`config.mk`:
```
export PLATFORM = sky130hd
export DESIGN_NAME = svga_sync_decoder
export DESIGN_NICKNAME = d
export VERILOG_FILES = /design/src/rtl/svga_timing_pkg.sv /design/src/rtl/sync_edge_detect.sv /design/src/rtl/svga_sync_decoder.sv
export SDC_FILE = /design/constraint.sdc
export NUM_CORES = 1
export LEC_CHECK = 0
export ABC_AREA = 1
export BUFFER_PORTS_ARGS = -buffer_cell sky130_fd_sc_hd__buf_4
export CAP_MARGIN = 10
export CORE_UTILIZATION = 56
export DETAILED_ROUTE_END_ITERATION = 10
export GPL_TIMING_DRIVEN = 0
export PLACE_DENSITY = 0.8
export SETUP_SLACK_MARGIN = 0.2
export SYNTH_ARGS = -nofsm -noshare
export SYNTH_HDL_FRONTEND = slang
export SYNTH_SLANG_ARGS = --single-unit
```
`constraint.sdc`:
```
create_clock -name CLK -period 4.9 [get_ports CLK]
set_input_delay 0.49 -clock CLK [delete_from_list [all_inputs] [get_ports CLK]]
set_output_delay 0.49 -clock CLK [all_outputs]
set_load 0.01 [all_outputs]
```
`src/rtl/svga_timing_pkg.sv`:
```
// SVGA 800x600 timing constants and the sync-lock state encoding.
// The transmit and receive sides both import this package.
package svga_timing_pkg;

    localparam int SVGA_H_ACTIVE = 800;
    localparam int SVGA_H_SYNC   = 120;
    localparam int SVGA_H_BACK   = 64;
    localparam int SVGA_H_TOTAL  = 1040;

    localparam int SVGA_V_ACTIVE = 600;
    localparam int SVGA_V_SYNC   = 6;
    localparam int SVGA_V_BACK   = 23;
    localparam int SVGA_V_TOTAL  = 666;

    typedef enum logic [1:0] {
        ST_UNLOCKED = 2'd0,
        ST_H_LOCK   = 2'd1,
        ST_LOCKED   = 2'd2
    } lock_state_t;

endpackage

```
`src/rtl/sync_edge_detect.sv`:
```
// Registers one sync input and reports its rising and falling edges by
// comparing the current registered sample with the previous one.
module sync_edge_detect (
    input  logic clk,
    input  logic rst_n,
    input  logic sig,
    output logic rise,
    output logic fall
);

    logic sample;
    logic prev;

    always_ff @(posedge clk or negedge rst_n) begin
        if (!rst_n) begin
            sample <= 1'b0;
            prev   <= 1'b0;
        end else begin
            sample <= sig;
            prev   <= sample;
        end
    end

    assign rise = sample & ~prev;
    assign fall = ~sample & prev;

endmodule

```
`src/rtl/svga_sync_decoder.sv`:
```
// Recovers pixel position and colour from an SVGA HSYNC/VSYNC stream, with a
// lock FSM that gates PIXEL_VALID and pulses SYNC_ERR when a locked stream breaks.
module svga_sync_decoder
    import svga_timing_pkg::*;
#(
    parameter int H_ACTIVE = SVGA_H_ACTIVE,
    parameter int H_SYNC   = SVGA_H_SYNC,
    parameter int H_BACK   = SVGA_H_BACK,
    parameter int H_TOTAL  = SVGA_H_TOTAL,
    parameter int V_ACTIVE = SVGA_V_ACTIVE,
    parameter int V_SYNC   = SVGA_V_SYNC,
    parameter int V_BACK   = SVGA_V_BACK,
    parameter int V_TOTAL  = SVGA_V_TOTAL
) (
    input  logic       CLK,
    input  logic       RST_N,
    input  logic       HSYNC,
    input  logic       VSYNC,
    input  logic [7:0] COLOR_IN,
    output logic [9:0] X_PIXEL,
    output logic [9:0] Y_PIXEL,
    output logic [7:0] COLOR_OUT,
    output logic       PIXEL_VALID,
    output logic       FRAME_START,
    output logic       LOCKED,
    output logic       SYNC_ERR
);

    localparam logic [10:0] H_FIRST     = 11'(H_SYNC + H_BACK);
    localparam logic [10:0] H_LAST      = 11'(H_SYNC + H_BACK + H_ACTIVE);
    localparam logic [9:0]  V_FIRST     = 10'(V_SYNC + V_BACK);
    localparam logic [9:0]  V_LAST      = 10'(V_SYNC + V_BACK + V_ACTIVE);
    localparam logic [11:0] H_PERIOD    = 12'(H_TOTAL);
    localparam logic [11:0] H_PULSE     = 12'(H_SYNC);
    localparam logic [9:0]  V_LAST_LINE = 10'(V_TOTAL - 1);

    lock_state_t state;
    lock_state_t state_nxt;

    logic        h_rise;
    logic        h_fall;
    logic        v_rise;
    logic        v_fall_unused;
    logic [7:0]  color_q;
    logic [7:0]  color_d;
    logic [10:0] hcnt;
    logic [9:0]  vcnt;
    logic        h_seen;
    logic        v_seen;
    logic        period_bad;
    logic [1:0]  good_cnt;
    logic        period_err;
    logic        pulse_err;
    logic        line_err;
    logic        frame_err;
    logic        good_rise;
    logic        active;

    sync_edge_detect u_hsync_edge (
        .clk   (CLK),
        .rst_n (RST_N),
        .sig   (HSYNC),
        .rise  (h_rise),
        .fall  (h_fall)
    );

    sync_edge_detect u_vsync_edge (
        .clk   (CLK),
        .rst_n (RST_N),
        .sig   (VSYNC),
        .rise  (v_rise),
        .fall  (v_fall_unused)
    );

    // hcnt/vcnt describe the same pixel as the edge pulses, one cycle behind
    // the input register; color_d keeps the colour aligned with them.
    always_ff @(posedge CLK or negedge RST_N) begin
        if (!RST_N) begin
            color_q    <= 8'd0;
            color_d    <= 8'd0;
            hcnt       <= 11'd0;
            vcnt       <= 10'd0;
            h_seen     <= 1'b0;
            v_seen     <= 1'b0;
            period_bad <= 1'b0;
        end else begin
            color_q <= COLOR_IN;
            color_d <= color_q;

            if (h_rise)
                hcnt <= 11'd0;
            else if (hcnt != '1)
                hcnt <= hcnt + 11'd1;

            if (v_rise)
                vcnt <= 10'd0;
            else if (h_rise && vcnt != '1)
                vcnt <= vcnt + 10'd1;

            if (h_rise)
                h_seen <= 1'b1;
            if (v_rise)
                v_seen <= 1'b1;

            if (h_rise)
                period_bad <= 1'b0;
            else if (pulse_err)
                period_bad <= 1'b1;
        end
    end

    assign period_err = h_rise && h_seen && (({1'b0, hcnt} + 12'd1) != H_PERIOD);
    assign pulse_err  = h_fall && (({1'b0, hcnt} + 12'd1) != H_PULSE);
    assign line_err   = period_err || pulse_err;
    assign frame_err  = v_rise && v_seen && (vcnt != V_LAST_LINE);
    // A line only counts toward lock if its whole period, pulse included, was clean.
    assign good_rise  = h_rise && h_seen && !period_bad && !line_err;

    always_ff @(posedge CLK or negedge RST_N) begin
        if (!RST_N) begin
            state    <= ST_UNLOCKED;
            good_cnt <= 2'd0;
        end else begin
            state <= state_nxt;
            if (state != ST_UNLOCKED || line_err)
                good_cnt <= 2'd0;
            else if (good_rise)
                good_cnt <= good_cnt + 2'd1;
        end
    end

    always_comb begin
        state_nxt = state;
        unique case (state)
            ST_UNLOCKED: begin
                if (good_rise && good_cnt == 2'd1)
                    state_nxt = ST_H_LOCK;
            end
            ST_H_LOCK: begin
                if (line_err || frame_err)
                    state_nxt = ST_UNLOCKED;
                else if (v_rise)
                    state_nxt = ST_LOCKED;
            end
            ST_LOCKED: begin
                if (line_err || frame_err)
                    state_nxt = ST_UNLOCKED;
            end
            default: state_nxt = ST_UNLOCKED;
        endcase
    end

    always_comb begin
        LOCKED   = (state == ST_LOCKED);
        SYNC_ERR = (state != ST_UNLOCKED) && (line_err || frame_err);
    end

    assign active = (state == ST_LOCKED) &&
                    (hcnt >= H_FIRST) && (hcnt < H_LAST) &&
                    (vcnt >= V_FIRST) && (vcnt < V_LAST);

    always_ff @(posedge CLK or negedge RST_N) begin
        if (!RST_N) begin
            X_PIXEL     <= 10'd0;
            Y_PIXEL     <= 10'd0;
            COLOR_OUT   <= 8'd0;
            PIXEL_VALID <= 1'b0;
            FRAME_START <= 1'b0;
        end else begin
            PIXEL_VALID <= active;
            FRAME_START <= active && (hcnt == H_FIRST) && (vcnt == V_FIRST);
            if (active) begin
                X_PIXEL   <= 10'(hcnt - H_FIRST);
                Y_PIXEL   <= vcnt - V_FIRST;
                COLOR_OUT <= color_d;
            end
        end
    end

endmodule

```
==> results of run 1 <==
==> per-stage QoR <==
stage          total power [mW]  instances
2_1_floorplan             0.804        422
3_3_place_gp              0.851        542
3_5_place_dp              0.854        542
4_1_cts                    1.35        558
5_1_grt                    1.39        558
6_report                   1.34        558
==> layout make-up <==
type                    instances  area (sq um)
clock buffers                  11           141
inverters                      48           180
repair buffers                 43           323
well taps                      77          96.3
clock inverters                 5          65.1
fillers                       512          2030
flip-flops and latches         78          1950
multi-input cells             286          1520
plain buffers                  10          75.1
==> synth_stat cells, types with 4 or more instances <==
master,n
sky130_fd_sc_hd__a21oi_1,16
sky130_fd_sc_hd__clkbuf_1,4
sky130_fd_sc_hd__inv_1,44
sky130_fd_sc_hd__buf_6,4
sky130_fd_sc_hd__ha_1,7
sky130_fd_sc_hd__inv_2,4
sky130_fd_sc_hd__nand3_1,20
sky130_fd_sc_hd__nor2_2,5
sky130_fd_sc_hd__nand2_1,98
sky130_fd_sc_hd__dfrtp_1,78
sky130_fd_sc_hd__nand3_2,5
sky130_fd_sc_hd__nor3_1,7
sky130_fd_sc_hd__nand4_1,9
sky130_fd_sc_hd__a21oi_2,12
sky130_fd_sc_hd__o21ai_1,4
sky130_fd_sc_hd__nor2_1,45
sky130_fd_sc_hd__xor2_1,9
sky130_fd_sc_hd__a31oi_1,5
sky130_fd_sc_hd__o21ai_0,25
==> final timing paths <==
check                            start         end  slack [ps]  cells after the start
max                            hcnt[3]    SYNC_ERR        2010                     13
min                        COLOR_IN[7]  color_q[7]         230                      1
max reg2reg                    vcnt[0]  X_PIXEL[6]        2790                     11
min reg2reg                 color_q[2]  color_d[2]         340                      0
max in group asynchronous        RST_N     hcnt[6]        4020                      1
min in group asynchronous        RST_N  color_d[7]         270                      1
==> registers in the layout, indices dropped and copies added, names as in the netlist, 2 cells and up <==
signal and count:
hcnt 11, X_PIXEL 10, Y_PIXEL 10, vcnt 10, COLOR_OUT 8, color_d 8
color_q 8, good_cnt 2, state 2
==> where the power goes <==
group	switching (mW)	internal (mW)
Clock	0.243	0.255
Sequential	0.0281	0.672
Combinational	0.0922	0.0497
==> layout by cell type, fill, tap and decap left out, types with 3 or more instances in the layout <==
| master | Yosys | final |
|---|---|---|
| sky130_fd_sc_hd__a21oi_1 | 16 | 16 |
| sky130_fd_sc_hd__a21oi_2 | 12 | 12 |
| sky130_fd_sc_hd__a31oi_1 | 5 | 5 |
| sky130_fd_sc_hd__buf_4 | 2 | 45 |
| sky130_fd_sc_hd__buf_6 | 4 | 4 |
| sky130_fd_sc_hd__clkbuf_1 | 4 | 5 |
| sky130_fd_sc_hd__clkbuf_8 | 0 | 10 |
| sky130_fd_sc_hd__dfrtp_1 | 78 | 78 |
| sky130_fd_sc_hd__ha_1 | 7 | 7 |
| sky130_fd_sc_hd__inv_1 | 44 | 44 |
| sky130_fd_sc_hd__inv_2 | 4 | 4 |
| sky130_fd_sc_hd__nand2_1 | 98 | 98 |
| sky130_fd_sc_hd__nand3_1 | 20 | 20 |
| sky130_fd_sc_hd__nand3_2 | 5 | 5 |
| sky130_fd_sc_hd__nand4_1 | 9 | 9 |
| sky130_fd_sc_hd__nor2_1 | 45 | 45 |
| sky130_fd_sc_hd__nor2_2 | 5 | 5 |
| sky130_fd_sc_hd__nor2_4 | 3 | 3 |
| sky130_fd_sc_hd__nor3_1 | 7 | 7 |
| sky130_fd_sc_hd__o21ai_0 | 25 | 25 |
| sky130_fd_sc_hd__o21ai_1 | 4 | 4 |
| sky130_fd_sc_hd__xor2_1 | 9 | 9 |
==> layer usage <==
| layer | wire [um] | track usage | up-vias |
|---|---|---|---|
| li1 | - | - | 1467 |
| met1 | 3320 | 0.301 | 1432 |
| met2 | 3770 | 0.405 | 77 |
| met3 | 307 | 0.0574 | 11 |
| met4 | 112 | 0.0709 | 0 |
| met5 | 0 | 0 | - |
==> logic make-up after synthesis <==
| logic type | synth area share |
|---|---|
| and+or+nand+nor | 0.258 |
| AOI/OAI and AO/OA | 0.103 |
| buffers and inverters | 0.0684 |
| DFF | 0.523 |
| adders and majority gates | 0.0235 |
| xor gates and xnor gates | 0.0235 |
==> critical path, cell delays in order (launching register included) <==
cell and delay, ps:
sky130_fd_sc_hd__dfrtp_1 500, sky130_fd_sc_hd__ha_1 250, sky130_fd_sc_hd__nand2_1 90, sky130_fd_sc_hd__nor2_2 200, sky130_fd_sc_hd__nand2_1 70, sky130_fd_sc_hd__nand2_1 80, sky130_fd_sc_hd__nand2_1 70, sky130_fd_sc_hd__nor2_2 130
sky130_fd_sc_hd__nand3_1 120, sky130_fd_sc_hd__nand2_2 130, sky130_fd_sc_hd__nand2_4 90, sky130_fd_sc_hd__o21ai_1 130, sky130_fd_sc_hd__inv_1 60, sky130_fd_sc_hd__buf_4 140
==> flow_summary.toml, run 1 <==
[timing]
maxSlewHeadroom = 0.372
maxClockFrequency_mhz = 346
rsz0062_at_grt = "false"
worst_max_slew_pin_slew_ps = 942
hold_slack_ps = 231
setup_slack_ps = 2010
maxSlewViolCount = 0
final-hold-violation-count = 0
min_period_over_period = 0.590
time_the_worst_path_needs_with_i_o_delays_and_setup_ps = 2890
fin_worst_skew_ps = 12.0
setup-violations-final = 0
setup_tns_ps = 0

[cts]
inserted_clock_buffers = 9
cts.repair_timing.setup_buffer_count = 0
cts_tree = "done"
cts_hold_buffers = 0
cts.repair.resized = 0
clock_sink_count = 78
clockRootBuffer = "sky130_fd_sc_hd__clkbuf_8"
ctsLongestPathBuffers = 2
clkLatencyLatePin_ps = 360
clkSlewWorstSetupHoldPaths_ps = 90
clock_tree.htree_level_count = 3

[global_route]
grtUsageTotal = 0.238
grt_start_max_net_pins = 79
globalRouteOverflowTotal = 0
antenna_found_initial = 0
grt_first_pass_wirelength_mm = 13.0
grt_pass1_vias = 2893

[cells_and_area]
proportion_of_layout_cells_with_a_drive_suffix_above_1 = 0.210
areaGrowthSynthToFinish_pct = 16.8
num-nets-final = 495
insertedDiodeCount = 0
fin_util = 0.682
fin_area_sq_um = 4360

[routing]
via_density_per_instance = 5.35
wl_mm = 7.51
num_vias = 2987
dr.pass1.iters = 4
routedWlPerCell_um = 13.5
post_route_drc_violation_count = 0
final_antenna_net_count = 0
first_iter_violations = 168

[placed_design]
pre_cts_slack_ps = 2400
dp_hpwl_mm = 5.51
placed_area_sq_um = 4150
buffers_added_on_ports = 43
gpl.final_weighted_congestion = 0.897

[synth]
ys_async_sr_fraction = 1.00
netlist_top_cells_area = "sky130_fd_sc_hd__dfrtp_1 52%, sky130_fd_sc_hd__nand2_1 9.9%, sky130_fd_sc_hd__nor2_1 4.5%"
number_of_storage_elements_in_the_synthesis_netlist = 78
yosys.area.top_type = "sky130_fd_sc_hd__dfrtp_1"
synth_nets = 441
synth_top_area_frac = 0.523
synth.lib_cells_used.distinct = 33
avgSynthCellArea_sq_um = 8.84
yosysWarnings = 0
synth.cell_area_sq_um = 3730
top_flip_flop_cell_by_instance_count_after_synthesis = "sky130_fd_sc_hd__dfrtp_1"
ys_seq_area_frac = 0.523
synthesis.instances = 422
synth_edf_count = 0

[setup_path]
startpoint_type = "register"
cp.required_ps = 4410
cp_max_fo = 7
critical_path.endpoint_type = "primary output"
worst-setup-path-type = "reg -> out"
critical_path_arrival_ps = 2400

[floorplanning]
die_y_um = 83.6
core-area_sq_um = 6390
initial_core_util = 0.584
core.rowCount = 29
die_area_sq_um = 6990
io_pins = 44
die_x_um = 83.6

[pwr]
vdd_ir_drop_max_mv = 0.191
p_per_area_nw_per_um2 = 307
leakagePower_nw = 2.21

[run]
max_cap_violations = 0

[status]
outcome = "completed"

[min_path]
hold_path_class = "in -> reg"
(Power assumes the default switching activity.)
==> inputs of run 2 (changes only) <==
- clock period: 4.9 -> 2.8 ns (I/O delays scaled with it)
==> run 2 against run 1 <==
  * Cell count is 1.6% higher
  * Largest cell class unchanged
  * Clock skew hardly changed
  * Flip-flop and latch count stayed put
  * Critical endpoint unchanged
  * Hold slack worse by 210 ps
  * Sequential power is 76% higher
==> flow_summary.toml, run 2 (synthesis gave the netlist of run 1 again) <==
[cells_and_area]
areaGrowthSynthToFinish_pct = 20.8
num-nets-final = 504
largest_reg_flops = 11
fin_area_sq_um = 4510
final_common_cell = "sky130_fd_sc_hd__nand2_1"
registers.top_by_ff_count = "hcnt"
insertedDiodeCount = 0
mostFrequentLayoutCells = "91 x sky130_fd_sc_hd__nand2_1, 76 x sky130_fd_sc_hd__dfrtp_1, 54 x sky130_fd_sc_hd__buf_4, 44 x sky130_fd_sc_hd__inv_1, 43 x sky130_fd_sc_hd__nor2_1"
proportion_of_layout_cells_with_a_drive_suffix_above_1 = 0.253

[floorplanning]
core.rowCount = 29
die_area_sq_um = 6990
initial_core_util = 0.584
io_pins = 44
die_x_um = 83.6
die_y_um = 83.6
core-area_sq_um = 6390

[routing]
num_vias = 3043
via_density_per_instance = 5.37
routedWlPerCell_um = 14.2
dr.pass1.iters = 4
final_antenna_net_count = 0
first_iter_violations = 192
post_route_drc_violation_count = 0
wl_mm = 8.07

[setup_path]
startpoint_type = "register"
worst-setup-path-type = "reg -> out"
cp.required_ps = 2520
cp_max_fo = 6
critical_path.endpoint_type = "primary output"
critical_path_arrival_ps = 2250

[global_route]
global_route.usage.met3 = 0.0574
grt_start_max_net_pins = 79
antenna_found_initial = 0
grtUsageTotal = 0.239
grt_pass1_vias = 2896
grtUsageMet1 = 0.304
global_route.peak_usage_layer = "met2"
globalRouteOverflowTotal = 0
use_met2 = 0.406
grt_first_pass_wirelength_mm = 13.1

[timing]
setup-violations-final = 0
maxSlewViolCount = 0
min_period_over_period = 0.903
maxClockFrequency_mhz = 395
maxSlewHeadroom = 0.372
final-hold-violation-count = 0
setup_tns_ps = 0
rsz0062_at_grt = "false"
time_the_worst_path_needs_with_i_o_delays_and_setup_ps = 2530
fin_worst_skew_ps = 11.6
worst_max_slew_pin_slew_ps = 942

[run]
max_cap_violations = 0

[placed_design]
buffers_added_on_ports = 43
placed_area_sq_um = 4150
gpl.final_weighted_congestion = 0.897
dp_hpwl_mm = 5.51

[cts]
clkLatencyLatePin_ps = 360
clkSlewWorstSetupHoldPaths_ps = 90
ctsLongestPathBuffers = 2
cts_tree = "done"
clock_tree.htree_level_count = 3
clockRootBuffer = "sky130_fd_sc_hd__clkbuf_8"
inserted_clock_buffers = 9
clock_sink_count = 78
cts_hold_buffers = 0

[pwr]
combPwrFrac = 0.122
leakagePower_nw = 2.25
p_per_area_nw_per_um2 = 530
cellInternalPower_mw = 1.73
switching_share = 0.275
power.net_switching_mw = 0.656
clock_share_of_power = 0.364
report.power.total_mw = 2.39
sequential_fraction_of_design_power = 0.514
vdd_ir_drop_max_mv = 0.336

[status]
outcome = "completed"

[min_path]
hold_path_class = "in -> reg"
-- run 2: changes by cell type in the layout (fill, tap and decap cells not counted), sizes merged --
cell / before / now
buf: 49 / 58
-- run 2: worst paths after layout --
check | start | to | slack (ps) | depth (start not counted)
max in group asynchronous | RST_N | hcnt[4] | 2070 | 1
max reg2reg | vcnt[0] | X_PIXEL[6] | 690 | 10
min | COLOR_IN[7] | color_q[7] | 20 | 1
max | hcnt[5] | SYNC_ERR | 270 | 12
min reg2reg | color_q[2] | color_d[2] | 340 | 0
min in group asynchronous | RST_N | color_d[7] | 60 | 1
-- run 2: power by group through the flow --
stage	Clock [mW]	Combinational, mW	Sequential [mW]
after floorplan	0	0.174	1.23
after global routing	0.926	0.328	1.23
after CTS	0.885	0.254	1.23
after global placement	0	0.247	1.24
after detailed placement	0	0.249	1.25
final	0.870	0.292	1.23
-- run 2: critical path, stage by stage (launching register included) --
cell and delay, ps:
sky130_fd_sc_hd__dfrtp_1 520, sky130_fd_sc_hd__nand2_1 190, sky130_fd_sc_hd__nor2_1 210, sky130_fd_sc_hd__nand2_1 90, sky130_fd_sc_hd__nand2_2 70, sky130_fd_sc_hd__nand2_2 60
sky130_fd_sc_hd__nor2_4 130, sky130_fd_sc_hd__nand3_2 110, sky130_fd_sc_hd__nand2_4 110, sky130_fd_sc_hd__nand2_4 80, sky130_fd_sc_hd__o21ai_1 130, sky130_fd_sc_hd__inv_1 60
sky130_fd_sc_hd__buf_4 140
-- run 2: per-layer routing --
metal,routed length (um),part of all wire
met4,159,0.020
met5,0,0
met1,3400,0.42
met3,431,0.053
met2,4080,0.51
-- run 2: metrics by stage --
step | setup WS (ps) | util | hold WS [ps] | instances
3_3_place_gp | 549 | 0.650 | 333 | 542
5_1_grt | 169 | 0.706 | 4.43 | 567
3_5_place_dp | 513 | 0.650 | 336 | 542
2_1_floorplan | 905 | - | -15.6 | 422
6_report | 270 | 0.706 | 23.0 | 567
4_1_cts | 222 | 0.684 | 14.4 | 558
-- run 2: area by class of cell --
cell class	instances	area (sq um)
timing repair buffer	52	390
inverter	48	180
clock inverter	5	65.1
fill	496	1880
multi-input combinational	286	1600
tap	77	96.3
buffer	10	75.1
clock buffer	11	141
sequential	78	1950
-- run 2: what timing repair did --
| action | 4_1_cts | 5_1_grt |
|---|---|---|
| setup endpoints to repair | 1 | 1 |
| resized for setup | 4 | 18 |
| pin swaps | 0 | 6 |
| buffers inserted | 0 | 9 |
==> inputs of run 3 (changes only) <==
- ABC_AREA: 1 -> 0
- MAX_ROUTING_LAYER: default -> met4
==> run 3 against run 2 <==
  * Critical path depth shrank 5
  * Largest cell class unchanged
  * Largest power group unchanged
  * Maximum frequency grew 1.1%
  * First-iteration DRC count shrank 27%
  * Final area shrank 5.2%
  * Cell count shrank 20%
  * Register-to-register slack lost 330 ps
  * Sequential power is essentially flat
  * Wire length shrank 16%
  * Combinational power shrank 23%
  * Clock-buffer cell count shrank 2
  * Sequential share of layout area grew 2.4 points
  * Highest routed layer unchanged
==> flow_summary.toml, run 3 <==
[global_route]
grt_start_max_net_pins = 79
antenna_found_initial = 0
grt_pass1_vias = 2347
grt_first_pass_wirelength_mm = 10.8
grtUsageTotal = 0.225
globalRouteOverflowTotal = 0

[cts]
clkSlewWorstSetupHoldPaths_ps = 90
cts_tree = "done"
clockRootBuffer = "sky130_fd_sc_hd__clkbuf_8"
ctsLongestPathBuffers = 2
cts_hold_buffers = 0
inserted_clock_buffers = 9
clock_tree.htree_level_count = 3
clock_sink_count = 78
clkLatencyLatePin_ps = 360

[setup_path]
startpoint_type = "register"
critical_path_arrival_ps = 2220
critical_path.endpoint_type = "primary output"
cp_max_fo = 5
cp.required_ps = 2520
worst-setup-path-type = "reg -> out"
r2r_setup_slack_ps = 360

[synth]
yosys.area.top_type = "sky130_fd_sc_hd__dfrtp_1"
synthesis.instances = 314
synth.cell_area_sq_um = 3560
number_of_storage_elements_in_the_synthesis_netlist = 78
synth_nets = 333
synth_top_area_frac = 0.548
ys_seq_area_frac = 0.548
top_flip_flop_cell_by_instance_count_after_synthesis = "sky130_fd_sc_hd__dfrtp_1"
synth_edf_count = 0
ys_async_sr_fraction = 1.00
yosysWarnings = 0
netlist_top_cells_area = "sky130_fd_sc_hd__dfrtp_1 55%, sky130_fd_sc_hd__mux2_2 6.0%, sky130_fd_sc_hd__xnor2_1 4.9%"
synth.top_cells.by_count = "78 x sky130_fd_sc_hd__dfrtp_1, 28 x sky130_fd_sc_hd__nor2_1, 20 x sky130_fd_sc_hd__xnor2_1"
avgSynthCellArea_sq_um = 11.3
synth.lib_cells_used.distinct = 46
synthMostInstantiatedCell = "sky130_fd_sc_hd__dfrtp_1"

[timing]
maxClockFrequency_mhz = 399
time_the_worst_path_needs_with_i_o_delays_and_setup_ps = 2500
maxSlewViolCount = 0
setup_tns_ps = 0
fin_worst_skew_ps = 9.51
min_period_over_period = 0.894
setup-violations-final = 0
worst_max_slew_pin_slew_ps = 945
final-hold-violation-count = 0
rsz0062_at_grt = "false"
setup_slack_ps = 297
maxSlewHeadroom = 0.370

[routing]
final_antenna_net_count = 0
wl_mm = 6.74
routedWlPerCell_um = 14.9
dr.pass1.iters = 4
post_route_drc_violation_count = 0
num_vias = 2463
via_density_per_instance = 5.46
first_iter_violations = 141

[cells_and_area]
finalNonFillerCells = 451
areaGrowthSynthToFinish_pct = 19.8
num-fill-cells = 434
final_common_cell = "sky130_fd_sc_hd__dfrtp_1"
num-nets-final = 390
seqCellArea_sq_um = 1950
multi_input_area_sq_um = 1480
fin_util = 0.709
mostFrequentLayoutCells = "77 x sky130_fd_sc_hd__dfrtp_1, 49 x sky130_fd_sc_hd__buf_4, 27 x sky130_fd_sc_hd__nor2_1, 20 x sky130_fd_sc_hd__xnor2_1, 19 x sky130_fd_sc_hd__mux2_2"
proportion_of_layout_cells_with_a_drive_suffix_above_1 = 0.290
registers.top_by_ff_count = "hcnt"
insertedDiodeCount = 0
largest_reg_flops = 11

[pwr]
combPwrFrac = 0.093
vdd_ir_drop_max_mv = 0.435
clock_share_of_power = 0.398
report.power.total_mw = 2.41
power.net_switching_mw = 0.631
p_per_area_nw_per_um2 = 565
cellInternalPower_mw = 1.78
sequential_fraction_of_design_power = 0.508
leakagePower_nw = 2.09
switching_share = 0.261

[floorplanning]
core.rowCount = 28
die_x_um = 81.8
die_area_sq_um = 6690
core-area_sq_um = 6030
io_pins = 44
die_y_um = 81.8
initial_core_util = 0.591

[placed_design]
gpl.final_weighted_congestion = 0.907
buffers_added_on_ports = 43
dpl.cell_count = 432
pre_cts_slack_ps = 393
dp_hpwl_mm = 4.43

[min_path]
hold_path_class = "in -> reg"

[run]
max_cap_violations = 0

[status]
outcome = "completed"
## run 3: routing by layer
metal	up-vias	share of wire	global-route usage
met1	1199	0.45	0.283
met3	15	0.050	0.0444
met4	0	0.022	0.105
met5	-	0	-
li1	1181	-	-
met2	68	0.47	0.351
## run 3: area by class of cell
cell class	count	area share
tap	75	0.0220
clock buffer	9	0.0290
multi-input combinational	202	0.347
inverter	15	0.0132
sequential	78	0.457
timing repair buffer	46	0.0809
buffer	19	0.0264
clock inverter	7	0.0243
## run 3: power by group through the flow
stage	sequential (mW)	clock (mW)	combinational [mW]
final	1.23	0.960	0.226
after global routing	1.23	1.02	0.260
after CTS	1.22	0.974	0.228
after detailed placement	1.25	0	0.221
after global placement	1.24	0	0.217
after floorplan	1.23	0	0.156
## run 3: path summary, 6_finish.rpt
kind,start,end,cells past startpoint
max,hcnt[4],SYNC_ERR,7
min,COLOR_IN[2],color_q[2],1
max reg2reg,vcnt[0],X_PIXEL[7],10
min reg2reg,color_q[4],color_d[4],0
max in group asynchronous,RST_N,hcnt[4],1
min in group asynchronous,RST_N,Y_PIXEL[0],1
## run 3: worst max-delay path, stage by stage, from the launching register on
cell	delay (ps)
sky130_fd_sc_hd__dfrtp_2	450
sky130_fd_sc_hd__ha_2	230
sky130_fd_sc_hd__nand3_1	100
sky130_fd_sc_hd__nor2_2	60
sky130_fd_sc_hd__or3_1	360
sky130_fd_sc_hd__a2111oi_4	360
sky130_fd_sc_hd__a31oi_1	130
sky130_fd_sc_hd__buf_4	160
## run 3: timing repair
action	4_1_cts	5_1_grt
setup endpoints to repair	1	1
buffers inserted	1	2
gates resized for setup	4	7
pin swaps	1	1
## run 3: cell families after synthesis
group,Yosys count,share of synthesized area
AO/OA/AOI/OAI,41,0.0720
AND/OR/NAND/NOR,95,0.140
multiplexers,28,0.0923
flip-flops,78,0.548
buffers and inverters,34,0.0467
XOR/XNOR,31,0.0762
adder cells (fa/ha/maj),7,0.0246
## run 3: through the flow
step	hold WS, ps	cell area (sq um)
4_1_cts	13.2	4230
5_1_grt	9.54	4270
3_3_place_gp	333	3980
2_1_floorplan	-15.6	3560
6_report	22.3	4270
3_5_place_dp	336	3980
